[src/rtl/mem_dump_tx.sv]
// Memory-to-serial dumper: on start, reads len_words 32-bit words from base_addr
// and sends each one as four little-endian 8N1 UART frames on r_txd.
module mem_dump_tx #(
  parameter int MEM_SIZE    = 4096,
  parameter int SERIAL_WCNT = 868,
  localparam int AW         = $clog2(MEM_SIZE) - 2
) (
  input  logic          w_clk,
  input  logic          r_rst,
  input  logic          start,
  input  logic [AW-1:0] base_addr,
  input  logic [15:0]   len_words,
  output logic          busy,
  output logic          done,
  output logic          mem_en,
  output logic [AW-1:0] mem_addr,
  input  logic [31:0]   mem_rdata,
  output logic          r_txd
);

  localparam int CW = (SERIAL_WCNT > 1) ? $clog2(SERIAL_WCNT) : 1;
  localparam logic [CW-1:0] CMAX = CW'(SERIAL_WCNT - 1);

  typedef enum logic [2:0] {IDLE, FETCH, LATCH, TX, DONE} state_t;

  state_t        state_q, state_d;
  logic [AW-1:0] addr_q;
  logic [AW-1:0] mem_addr_q;
  logic [15:0]   rem_q;
  logic [23:0]   word_q;
  logic [8:0]    shift_q;
  logic [1:0]    byte_idx_q;
  logic [3:0]    bit_cnt_q;
  logic [CW-1:0] cyc_cnt_q;
  logic          txd_q;
  logic          bit_end;
  logic          word_end;

  // Request/response: start is a one-cycle request honoured only in IDLE (never
  // queued); done is a one-cycle response, and busy covers FETCH..TX in between.
  assign bit_end  = (cyc_cnt_q == CMAX);
  assign word_end = (state_q == TX) && bit_end && (bit_cnt_q == 4'd9) && (byte_idx_q == 2'd3);

  assign busy     = (state_q == FETCH) || (state_q == LATCH) || (state_q == TX);
  assign done     = (state_q == DONE);
  assign mem_en   = (state_q == FETCH);
  assign mem_addr = mem_addr_q;
  assign r_txd    = txd_q;

  always_ff @(posedge w_clk) begin
    if (r_rst) state_q <= IDLE;
    else       state_q <= state_d;
  end

  always_comb begin
    state_d = state_q;
    case (state_q)
      IDLE:    if (start) state_d = (len_words == 16'd0) ? DONE : FETCH;
      FETCH:   state_d = LATCH;
      LATCH:   state_d = TX;
      TX:      if (word_end) state_d = (rem_q == 16'd1) ? DONE : FETCH;
      DONE:    state_d = IDLE;
      default: state_d = IDLE;
    endcase
  end

  always_ff @(posedge w_clk) begin
    if (r_rst) begin
      addr_q     <= '0;
      mem_addr_q <= '0;
      rem_q      <= '0;
      word_q     <= '0;
      shift_q    <= '0;
      byte_idx_q <= '0;
      bit_cnt_q  <= '0;
      cyc_cnt_q  <= '0;
      txd_q      <= 1'b1;
    end else begin
      case (state_q)
        IDLE: begin
          txd_q <= 1'b1;
          if (start) begin
            addr_q <= base_addr;
            rem_q  <= len_words;
            if (len_words != 16'd0) mem_addr_q <= base_addr;
          end
        end
        LATCH: begin
          // Byte 0 goes straight into the shifter; bytes 1..3 wait in word_q.
          word_q     <= mem_rdata[31:8];
          shift_q    <= {1'b1, mem_rdata[7:0]};
          byte_idx_q <= '0;
          bit_cnt_q  <= '0;
          cyc_cnt_q  <= '0;
          txd_q      <= 1'b0;
        end
        TX: begin
          if (!bit_end) begin
            cyc_cnt_q <= cyc_cnt_q + 1'b1;
          end else begin
            cyc_cnt_q <= '0;
            if (bit_cnt_q != 4'd9) begin
              txd_q     <= shift_q[0];
              shift_q   <= {1'b0, shift_q[8:1]};
              bit_cnt_q <= bit_cnt_q + 4'd1;
            end else if (byte_idx_q != 2'd3) begin
              // Next start bit follows the stop bit with no gap.
              byte_idx_q <= byte_idx_q + 2'd1;
              bit_cnt_q  <= '0;
              txd_q      <= 1'b0;
              shift_q    <= {1'b1, word_q[7:0]};
              word_q     <= {8'h00, word_q[23:8]};
            end else begin
              txd_q  <= 1'b1;
              addr_q <= addr_q + 1'b1;
              rem_q  <= rem_q - 16'd1;
              if (rem_q != 16'd1) mem_addr_q <= addr_q + 1'b1;
            end
          end
        end
        default: txd_q <= 1'b1;
      endcase
    end
  end

endmodule

[config.mk]
export PLATFORM = sky130hd
export DESIGN_NAME = mem_dump_tx
export DESIGN_NICKNAME = d
export VERILOG_FILES = /design/src/rtl/mem_dump_tx.sv
export SDC_FILE = /design/constraint.sdc
export NUM_CORES = 1
export LEC_CHECK = 0
export CAP_MARGIN = 0
export CORE_AREA = 2 2 112 93
export DETAILED_ROUTE_END_ITERATION = 10
export DIE_AREA = 0 0 114 95
export PLACE_DENSITY_LB_ADDON = 0.15
export SKIP_LAST_GASP = 1
export SLEW_MARGIN = 40
export SYNTH_ARGS = -nofsm -noshare
export SYNTH_HDL_FRONTEND = slang
export SYNTH_SLANG_ARGS = --single-unit
[constraint.sdc]
create_clock -name w_clk -period 2.6 [get_ports w_clk]
set_input_delay 0.26 -clock w_clk [delete_from_list [all_inputs] [get_ports w_clk]]
set_output_delay 0.26 -clock w_clk [all_outputs]
set_load 0.01 [all_outputs]
==> results.toml <==
[status]
status = "finished, final reports clean"

[sta]
finalCritPeriodShare_pct = 97.26
setup_violations = 0
final_hold_viol_count = 0
rsz0062_at_grt = "false"
clock_skew_ns = 0.008788
fmax_mhz = 395.4
slew_headroom_pct = 63.30
hold_ws_ns = 0.3357
setup_tns_ns = 0
drv_slew = 0
fin_crit_ns = 2.529
tightest_slew_ns = 0.5459

[routing]
drt_wl_total_um = 12700
dr.pass1.iters = 5
drc_errors = 0
via_count = 4698
wl_per_cell_um = 16.15
drt-initial-drc-count = 354
vias_per_cell = 5.977
ant_nets = 0

[placed_design]
dp.cells = 770
io_buffers = 74
dpl_cell_area_um2 = 5553
gp_congestion = 0.8254
dpl.hpwl_um = 8548

[run]
max_cap_viol_count = 0

[synthesis]
synth.yosys.seq_area_share_pct = 38.28
synth_area_leaders = "dfxtp_1 38%, nand2_1 8.1%, a21oi_1 7.6%"
dominantRegCellSynth = "dfxtp_1"
syn-num-nets = 667
yosys_warnings = 0
yosysTopAreaCell = "dfxtp_1"
ys_ff_latch = 89
netlist.area_leader.share_pct = 38.28
netlist_area_um2 = 4654
synthTopCellsByCount = "101 x nand2_1, 89 x dfxtp_1, 71 x a21oi_1, 41 x o21ai_0, 37 x clkbuf_1"
yosysMostFrequentCell = "nand2_1"
synth_edf_count = 0
synth.distinct_cells = 53
async_flop_share_pct = 0
syn_inst = 599
postSynthAreaPerCell_um2 = 7.770

[floorplanning]
fp.dieArea_um2 = 10830
io_pins = 75
coreArea_um2 = 9827
die_h_um = 95
initial_utilization_pct = 47.36
row_count = 33
floorplan.die.width_um = 114

[global_route]
grt_start_max_net_pins = 59
top_usage_layer = "met2"
grt.met2_usage_pct = 35.76
grt_pass1_vias = 4231
met3_usage_pct = 4.365
antenna_found_initial = 0
use_met1_pct = 33.77
grt_pass1_wl_um = 20650
grt_usage_pct = 23.52
grt-ovfl-total = 0

[worst_hold_path]
hold_start = "r_rst"
hold_end = "rem_q[9]"
min_path_cells = 2
hold_path_class = "in -> reg"

[worst_setup_path]
rr_startpoint = "cyc_cnt_q[2]"
arrival_ns = 2.74
endpoint_kind = "flip-flop"
rr_worst_depth = 6
r2r_slack_ns = 0.07
path_max_fanout = 12
r2r-end = "mem_addr[6]"
cp-start-kind = "flip-flop"
worstPathRequired_ns = 2.81
crit_type = "reg -> reg"

[clocking]
cts_tree = "done"
root_buffer = "clkbuf_16"
numCtsBuffers = 9
h-tree-depth = 3
clockBufferDepth = 2
path_clk_slew_ns = 0.07
hold_buffers = 0
clk_latency_ns = 0.34
clock-sinks = 89

[final_layout]
fin_area_um2 = 5894
nFillCells = 886
final_net_count = 728
syn_to_final_growth_pct = 26.64
drive_gt1_share_pct = 8.133
fin_cells = 786
n_antenna_cell = 0

[pwr]
power_leakage_nw = 2.106
finalPower_w = 0.003708
irDropWorstVdd_mv = 0.3937
powerDensity_nw_per_um2 = 629.1
[cell type report]
cell class                      count  area (um^2)  share of cell area (%)
Clock buffer                       10        239.0                   4.054
Clock inverter                      5        80.08                   1.359
Timing Repair Buffer              100        968.4                   16.43
Multi-Input combinational cell    454         2650                   44.96
Tap cell                          122        152.6                   2.590
Sequential cell                    89         1782                   30.23
Inverter                            6        22.52                  0.3821
[worst max-delay path: stages (launching register included)]
cell and delay [ns]:
dfxtp_1 0.31, or4_4 0.56, or4_4 0.54, a221o_1 0.42, buf_4 0.21, o31ai_2 0.25, a21oi_1 0.10
[cells by family (layout without fill, tap and decap cells)]
group | after synthesis | in the layout | synth area share, %
flip-flops | 89 | 89 | 38.28
multiplexers | 12 | 12 | 2.581
buffers and inverters | 56 | 121 | 5.188
adder cells (fa/ha/maj) | 7 | 7 | 1.882
AND/OR/NAND/NOR | 233 | 233 | 23.92
AO/OA/AOI/OAI | 197 | 197 | 27.20
XOR/XNOR | 5 | 5 | 0.9408
[cell usage in the layout (no fill, tap or decap), types with 5 or more instances in the layout]
cell type / count
a31oi_1: 6
a21oi_1: 71
nor2_1: 36
nor4_1: 5
and2_1: 5
clkdlybuf4s50_1: 73
buf_4: 23
mux2i_1: 12
o21ai_0: 41
inv_1: 6
a211oi_1: 6
dfxtp_1: 89
or4_1: 5
a311oi_1: 22
clkbuf_16: 9
nor3_1: 15
o211ai_1: 12
nand3_1: 20
nand4_1: 18
and3_1: 7
nand2_1: 101
ha_1: 7
[power by group]
group	internal, W	switching [W]
registers	0.00147	0.0000837
clock network	0.000861	0.000534
logic	0.000348	0.000416
total	0.00267	0.00103
[metrics by stage]
stage          setup slack (ns)  utilization, %
2_1_floorplan            0.1369               -
3_3_place_gp             0.1203           56.51
3_5_place_dp            0.04866           56.51
4_1_cts                 0.03217           59.75
5_1_grt                0.005519           59.98
6_report                0.07121           59.98
[state kept, by name, indices dropped and copies added (netlist names)]
name / flops
addr_q: 10
bit_cnt_q: 4
byte_idx_q: 2
cyc_cnt_q: 10
mem_addr: 10
r_txd: 1
rem_q: 16
shift_q: 9
state_q: 3
word_q: 24
[worst max-delay path by stage]
stage | from | to | slack, ns | cells past startpoint
4_1_cts | cyc_cnt_q[2] | mem_addr[6] | 0.03 | 6
3_5_place_dp | cyc_cnt_q[2] | mem_addr[6] | 0.05 | 6
3_3_place_gp | cyc_cnt_q[2] | mem_addr[7] | 0.12 | 6
5_1_grt | cyc_cnt_q[2] | mem_addr[3] | 0.006 | 5
2_1_floorplan | cyc_cnt_q[2] | mem_addr[8] | 0.14 | 7
6_report | cyc_cnt_q[2] | mem_addr[6] | 0.07 | 6
[metal layers]
layer / up-vias / share of wire [%]
li1: 2340 / -
met5: - / 0
met4: 0 / 1.1
met2: 148 / 45
met3: 10 / 5.4
met1: 2200 / 48
[what timing repair did]
| item | in CTS | in global routing |
|---|---|---|
| buffers inserted | 0 | 1 |
| setup endpoints to repair | 0 | 6 |
| resized for setup | 0 | 3 |
Note: power is estimated with default switching activity, not from simulation.
==> edit 1 (same settings) <==
Change the parameter `MEM_SIZE` from 4096 to 2048.
--- a/src/rtl/mem_dump_tx.sv
+++ b/src/rtl/mem_dump_tx.sv
@@ -1,7 +1,7 @@
 // Memory-to-serial dumper: on start, reads len_words 32-bit words from base_addr
 // and sends each one as four little-endian 8N1 UART frames on r_txd.
 module mem_dump_tx #(
-  parameter int MEM_SIZE    = 4096,
+  parameter int MEM_SIZE    = 2048,
   parameter int SERIAL_WCNT = 868,
   localparam int AW         = $clog2(MEM_SIZE) - 2
 ) (
Ports: changed (resized base_addr and mem_addr); port bits go from 75 to 73. No check against the original RTL was run, so the function may have changed too.
==> edit 1 against the unedited design <==
- synthesized area fell by 3.3%
- combinational power rose by 34%
- worst setup slack improved by 160 ps
- sequential cell count fell by 2
- sequential share of layout area rose by 0.36 points
- power rose by 9.5%
- cell area fell by 3.4%
- core utilization fell by 2.0 points
- via count fell by 7.1%
- fmax rose by 6.8%
- wire length fell by 4.1%
==> edit 1: results (changes against the unedited design) <==
Mux cell area share after synthesis = 4.03% (+1.4 points)
Share of cells above drive strength 1 = 8.28% (+0.15 points)
Detailed Place HPWL = 8430 um (-1.3%)
Wirelength per Cell = 16.0 um (-1.1%)
Total setup buffers inserted after CTS = 0 (unchanged)
First-pass GRT wire length = 20100 um (-2.8%)
Post-Synth Adder-Cell Area = 1.95% (+0.064 points)
Cell Area, Synth = 4500 sq um (-3.3%)
Worst Max-Slew Pin Slew = 751 ps (+205 ps)
Crit Path Max Fanout = 17 (+5)
H-tree Lvls = 3 (unchanged)
Status = complete, no violations
Compound-cell area share of the yosys netlist = 25.4% (-1.8 points)
GRT Total Usage = 22.8% (-0.69 points)
CTS Buffer Depth = 2 (unchanged)
Syn Nets = 637 (-4.5%)
Initial drt markers = 321 (-9.3%)
Synth top cells by count = nand2_1 (113), dfxtp_1 (87), a21oi_1 (62)
Largest registers = word_q x24, rem_q x16, cyc_cnt_q x10
Port buffer count = 72 (-2.7%)
CTS root buf = clkbuf_16
Max stage delay on crit path = 590 ps (+30 ps)
NumNets Final = 702 (-3.6%)
Register area share after synthesis = 38.7% (+0.41 points)
Pin count of the biggest net entering global routing = 46 (-22%)
Synth area leaders = dfxtp_1 (39%), nand2_1 (9.4%), a21oi_1 (6.9%)
RePlAce Congestion = 0.824 (-0.22%)
Synth Warn # = 0 (unchanged)
M3 GR Usage = 4.94% (+0.58 points)
Unique masters post-synth = 60 (+13%)
Critical Path AT = 2600 ps (-140 ps)
Area leader, netlist = dfxtp_1
Post-cts sizing count = 0 (unchanged)
Clock skew = 8.58 ps (-0.211 ps)
Maximum vdd ir drop = 0.000435 V (+10%)
Xor and xnor area share after synthesis = 1.36% (+0.42 points)
M2 GR Usage = 34.9% (-0.84 points)
Via count = 4364 (-7.1%)
Number of global-route vias before repair = 4119 (-2.6%)
M1 GR Usage = 33.0% (-0.75 points)
Lkg Pwr = 2.12 nW (+0.71%)
## edit 1: where the power goes
group / internal (mW) / switching (mW) / total, mW
clock: 0.854 / 0.574 / 1.43
combinational: 0.451 / 0.567 / 1.02
sequential: 1.48 / 0.128 / 1.61
total: 2.79 / 1.27 / 4.06
## edit 1: path summary, 6_finish.rpt
| kind | depth (start not counted) | start | endpoint | slack (ps) |
|---|---|---|---|---|
| max reg2reg | 7 | cyc_cnt_q[0] | word_q[10] | 230 |
| max | 7 | cyc_cnt_q[0] | word_q[10] | 230 |
| min | 2 | r_rst | byte_idx_q[0] | 390 |
| min reg2reg | 2 | shift_q[5] | shift_q[5] | 460 |
## edit 1: area by class of cell
type / instances / area [sq um]
fillers: 923 / 4130
multi-input cells: 435 / 2550
flip-flops and latches: 87 / 1740
repair buffers: 96 / 896
clock buffers: 9 / 225
well taps: 122 / 153
clock inverters: 7 / 103
inverters: 6 / 22.5
## edit 1: layer usage
metal	part of all wire, %	wire length, um	up-vias
met5	0	0	-
met4	0.94	115	0
met3	5.1	623	13
met2	43	5270	115
met1	51	6160	2032
li1	-	-	2204
## edit 1: cell families after synthesis
logic type                 after synthesis
AOI/OAI and AO/OA                      176
and+or+nand+nor                        227
DFF                                     87
xor gates and xnor gates                 7
buffers and inverters                   48
adders and majority gates                7
muxes                                   18
## edit 1: worst reg2reg max path: stages, from the launching register on
cell	delay (ps)
dfxtp_1	390
ha_1	240
nand4b_1	210
or4_4	590
o21ai_4	170
buf_4	250
a21oi_1	100
a311oi_1	320
## edit 1: metrics by stage
stage	hold slack (ps)	cells	setup slack, ps	area, sq um	power, mW
floorplan	386	570	329	4500	2.24
global placement	446	746	332	5370	2.62
detailed placement	450	746	273	5370	2.64
CTS	371	762	243	5690	4.07
global route	392	762	43.2	5690	4.26
finish	389	762	232	5690	4.06
==> edit 2 (same flow settings) <==
Made on the original files. Compare `bit_cnt_q` against `4'd9` with >= in place of ==.
--- a/src/rtl/mem_dump_tx.sv
+++ b/src/rtl/mem_dump_tx.sv
@@ -39,7 +39,7 @@
   // Request/response: start is a one-cycle request honoured only in IDLE (never
   // queued); done is a one-cycle response, and busy covers FETCH..TX in between.
   assign bit_end  = (cyc_cnt_q == CMAX);
-  assign word_end = (state_q == TX) && bit_end && (bit_cnt_q == 4'd9) && (byte_idx_q == 2'd3);
+  assign word_end = (state_q == TX) && bit_end && (bit_cnt_q >= 4'd9) && (byte_idx_q == 2'd3);
 
   assign busy     = (state_q == FETCH) || (state_q == LATCH) || (state_q == TX);
   assign done     = (state_q == DONE);
Check against the original RTL: same outputs for any inputs over 10 cycles, from zero or initial values and one cycle with r_rst high; that may be too few to reach the edited logic, so the function may still have changed.
==> edit 2 against the unedited design <==
- sequential cell count unchanged
- clock skew down 3.0 ps
- power down 4.1%
- cell area down 1.9%
- synthesized area down 0.54%
- wire length up 1.5%
- worst setup slack better by 230 ps
- first-iteration DRC count up 24%
==> edit 2: results (changes against the unedited design) <==
Status = complete, no violations
Signal inverters = 6 (unchanged)
Largest registers = word_q x24, rem_q x16
Synth Instances = 589 (-1.7%)
Compound-cell area share of the yosys netlist = 27.7% (+0.47 points)
Post-Synth Adder-Cell Area = 1.35% (-0.53 points)
Mux cell area share after synthesis = 0.649% (-1.9 points)
Area growth syn-to-layout = 24.9%
CTS root buf = clkbuf_16
Clock buffers = 12 (+2)
Critical Path AT = 2500 ps (-240 ps)
NumNets Final = 714 (-1.9%)
Register area share after synthesis = 38.5% (+0.21 points)
Layout filler cell count = 919 (+3.7%)
Max stage delay on crit path = 620 ps (+60 ps)
Signal buffers = 95 (-5.0%)
Clock skew = 5.80 ps (-2.99 ps)
Top delay family on crit path = simple AND/OR/NAND/NOR gates
RePlAce Congestion = 0.826 (+0.12%)
Share of cells above drive strength 1 = 7.96% (-0.17 points)
Routed wl met3 = 691 um (+0.44%)
Share of the synthesized area in the top cell type = 38.5% (+0.21 points)
First-pass GRT wire length = 21200 um (+2.5%)
Placed cell areas = 5500 sq um (-0.95%)
NonClk Buf Share = 16.1% (-0.34 points)
M1 WL = 6370 um (+4.0%)
Via density = 6.09 (+1.9%)
Placed instance count = 759 (-1.4%)
Wirelength per Cell = 16.6 um (+3.0%)
Total setup buffers inserted after CTS = 0 (unchanged)
Synth area leaders = dfxtp_1 (38%), nand2_1 (8.8%), a21oi_1 (7.1%)
Synth top cells by count = nand2_1 (108), dfxtp_1 (89), a21oi_1 (66)
Initial drt markers = 440 (+24%)
Post-cts sizing count = 0 (unchanged)
Syn Nets = 655 (-1.8%)
Clk slew on worst S/H paths = 70 ps (about the same)
Dpl ws = 177 ps (+128 ps)
Clk cell area share = 4.91% (-0.50 points)
Unique masters post-synth = 59 (+11%)
Max reg flops = 24 (unchanged)
Lkg Pwr = 1.95 nW (-7.5%)
Crit Path Max Fanout = 13 (+1)
Xor and xnor area share after synthesis = 0.757% (-0.18 points)
Drt total wl = 12900 um (+1.5%)
Total CTS buffers = 9 (unchanged)
Detailed Place HPWL = 8840 um (+3.4%)
GRT Total Usage = 24.4% (+0.89 points)
Multi-input logic area = 2610 sq um (-1.4%)
Detailed Routing Iterations Pass 1 = 5 (unchanged)
#MultiIn Comb = 447 (-1.5%)
Maximum vdd ir drop = 0.000324 V (-18%)
Worst Max-Slew Pin Slew = 762 ps (+216 ps)
N_diodes = 0 (unchanged)
Number of global-route vias before repair = 4237 (+0.14%)
Routed wl met2 = 5670 um (-1.4%)
edit 2: cell types whose count changed in the layout (fill, tap and decap cells not counted), moves of 6 or more:
cell / unedited run / this run
o21ai_0: 41 / 28
o31ai_1: 4 / 10
nor2_1: 36 / 26
nand2_1: 101 / 108
mux2i_1: 12 / 3
or3_1: 3 / 10
a22o_1: 3 / 9
edit 2: power breakdown:
group | internal (mW) | switching [mW]
logic | 0.335 | 0.394
clock network | 0.699 | 0.556
registers | 1.47 | 0.103
total | 2.50 | 1.05
edit 2: worst paths after layout:
kind / start / end / slack (ps) / cells past startpoint
worst max register to register: cyc_cnt_q[0] / word_q[4] / 310 / 7
worst min-delay path: r_rst / word_q[15] / 420 / 2
worst min register to register: shift_q[5] / shift_q[5] / 460 / 2
worst max-delay path: cyc_cnt_q[0] / word_q[4] / 310 / 7
edit 2: routing by layer:
metal	track usage, %	vias to the layer above
met5	0	-
met3	5.39	16
met2	36.0	151
li1	-	2324
met4	5.69	0
met1	36.2	2227
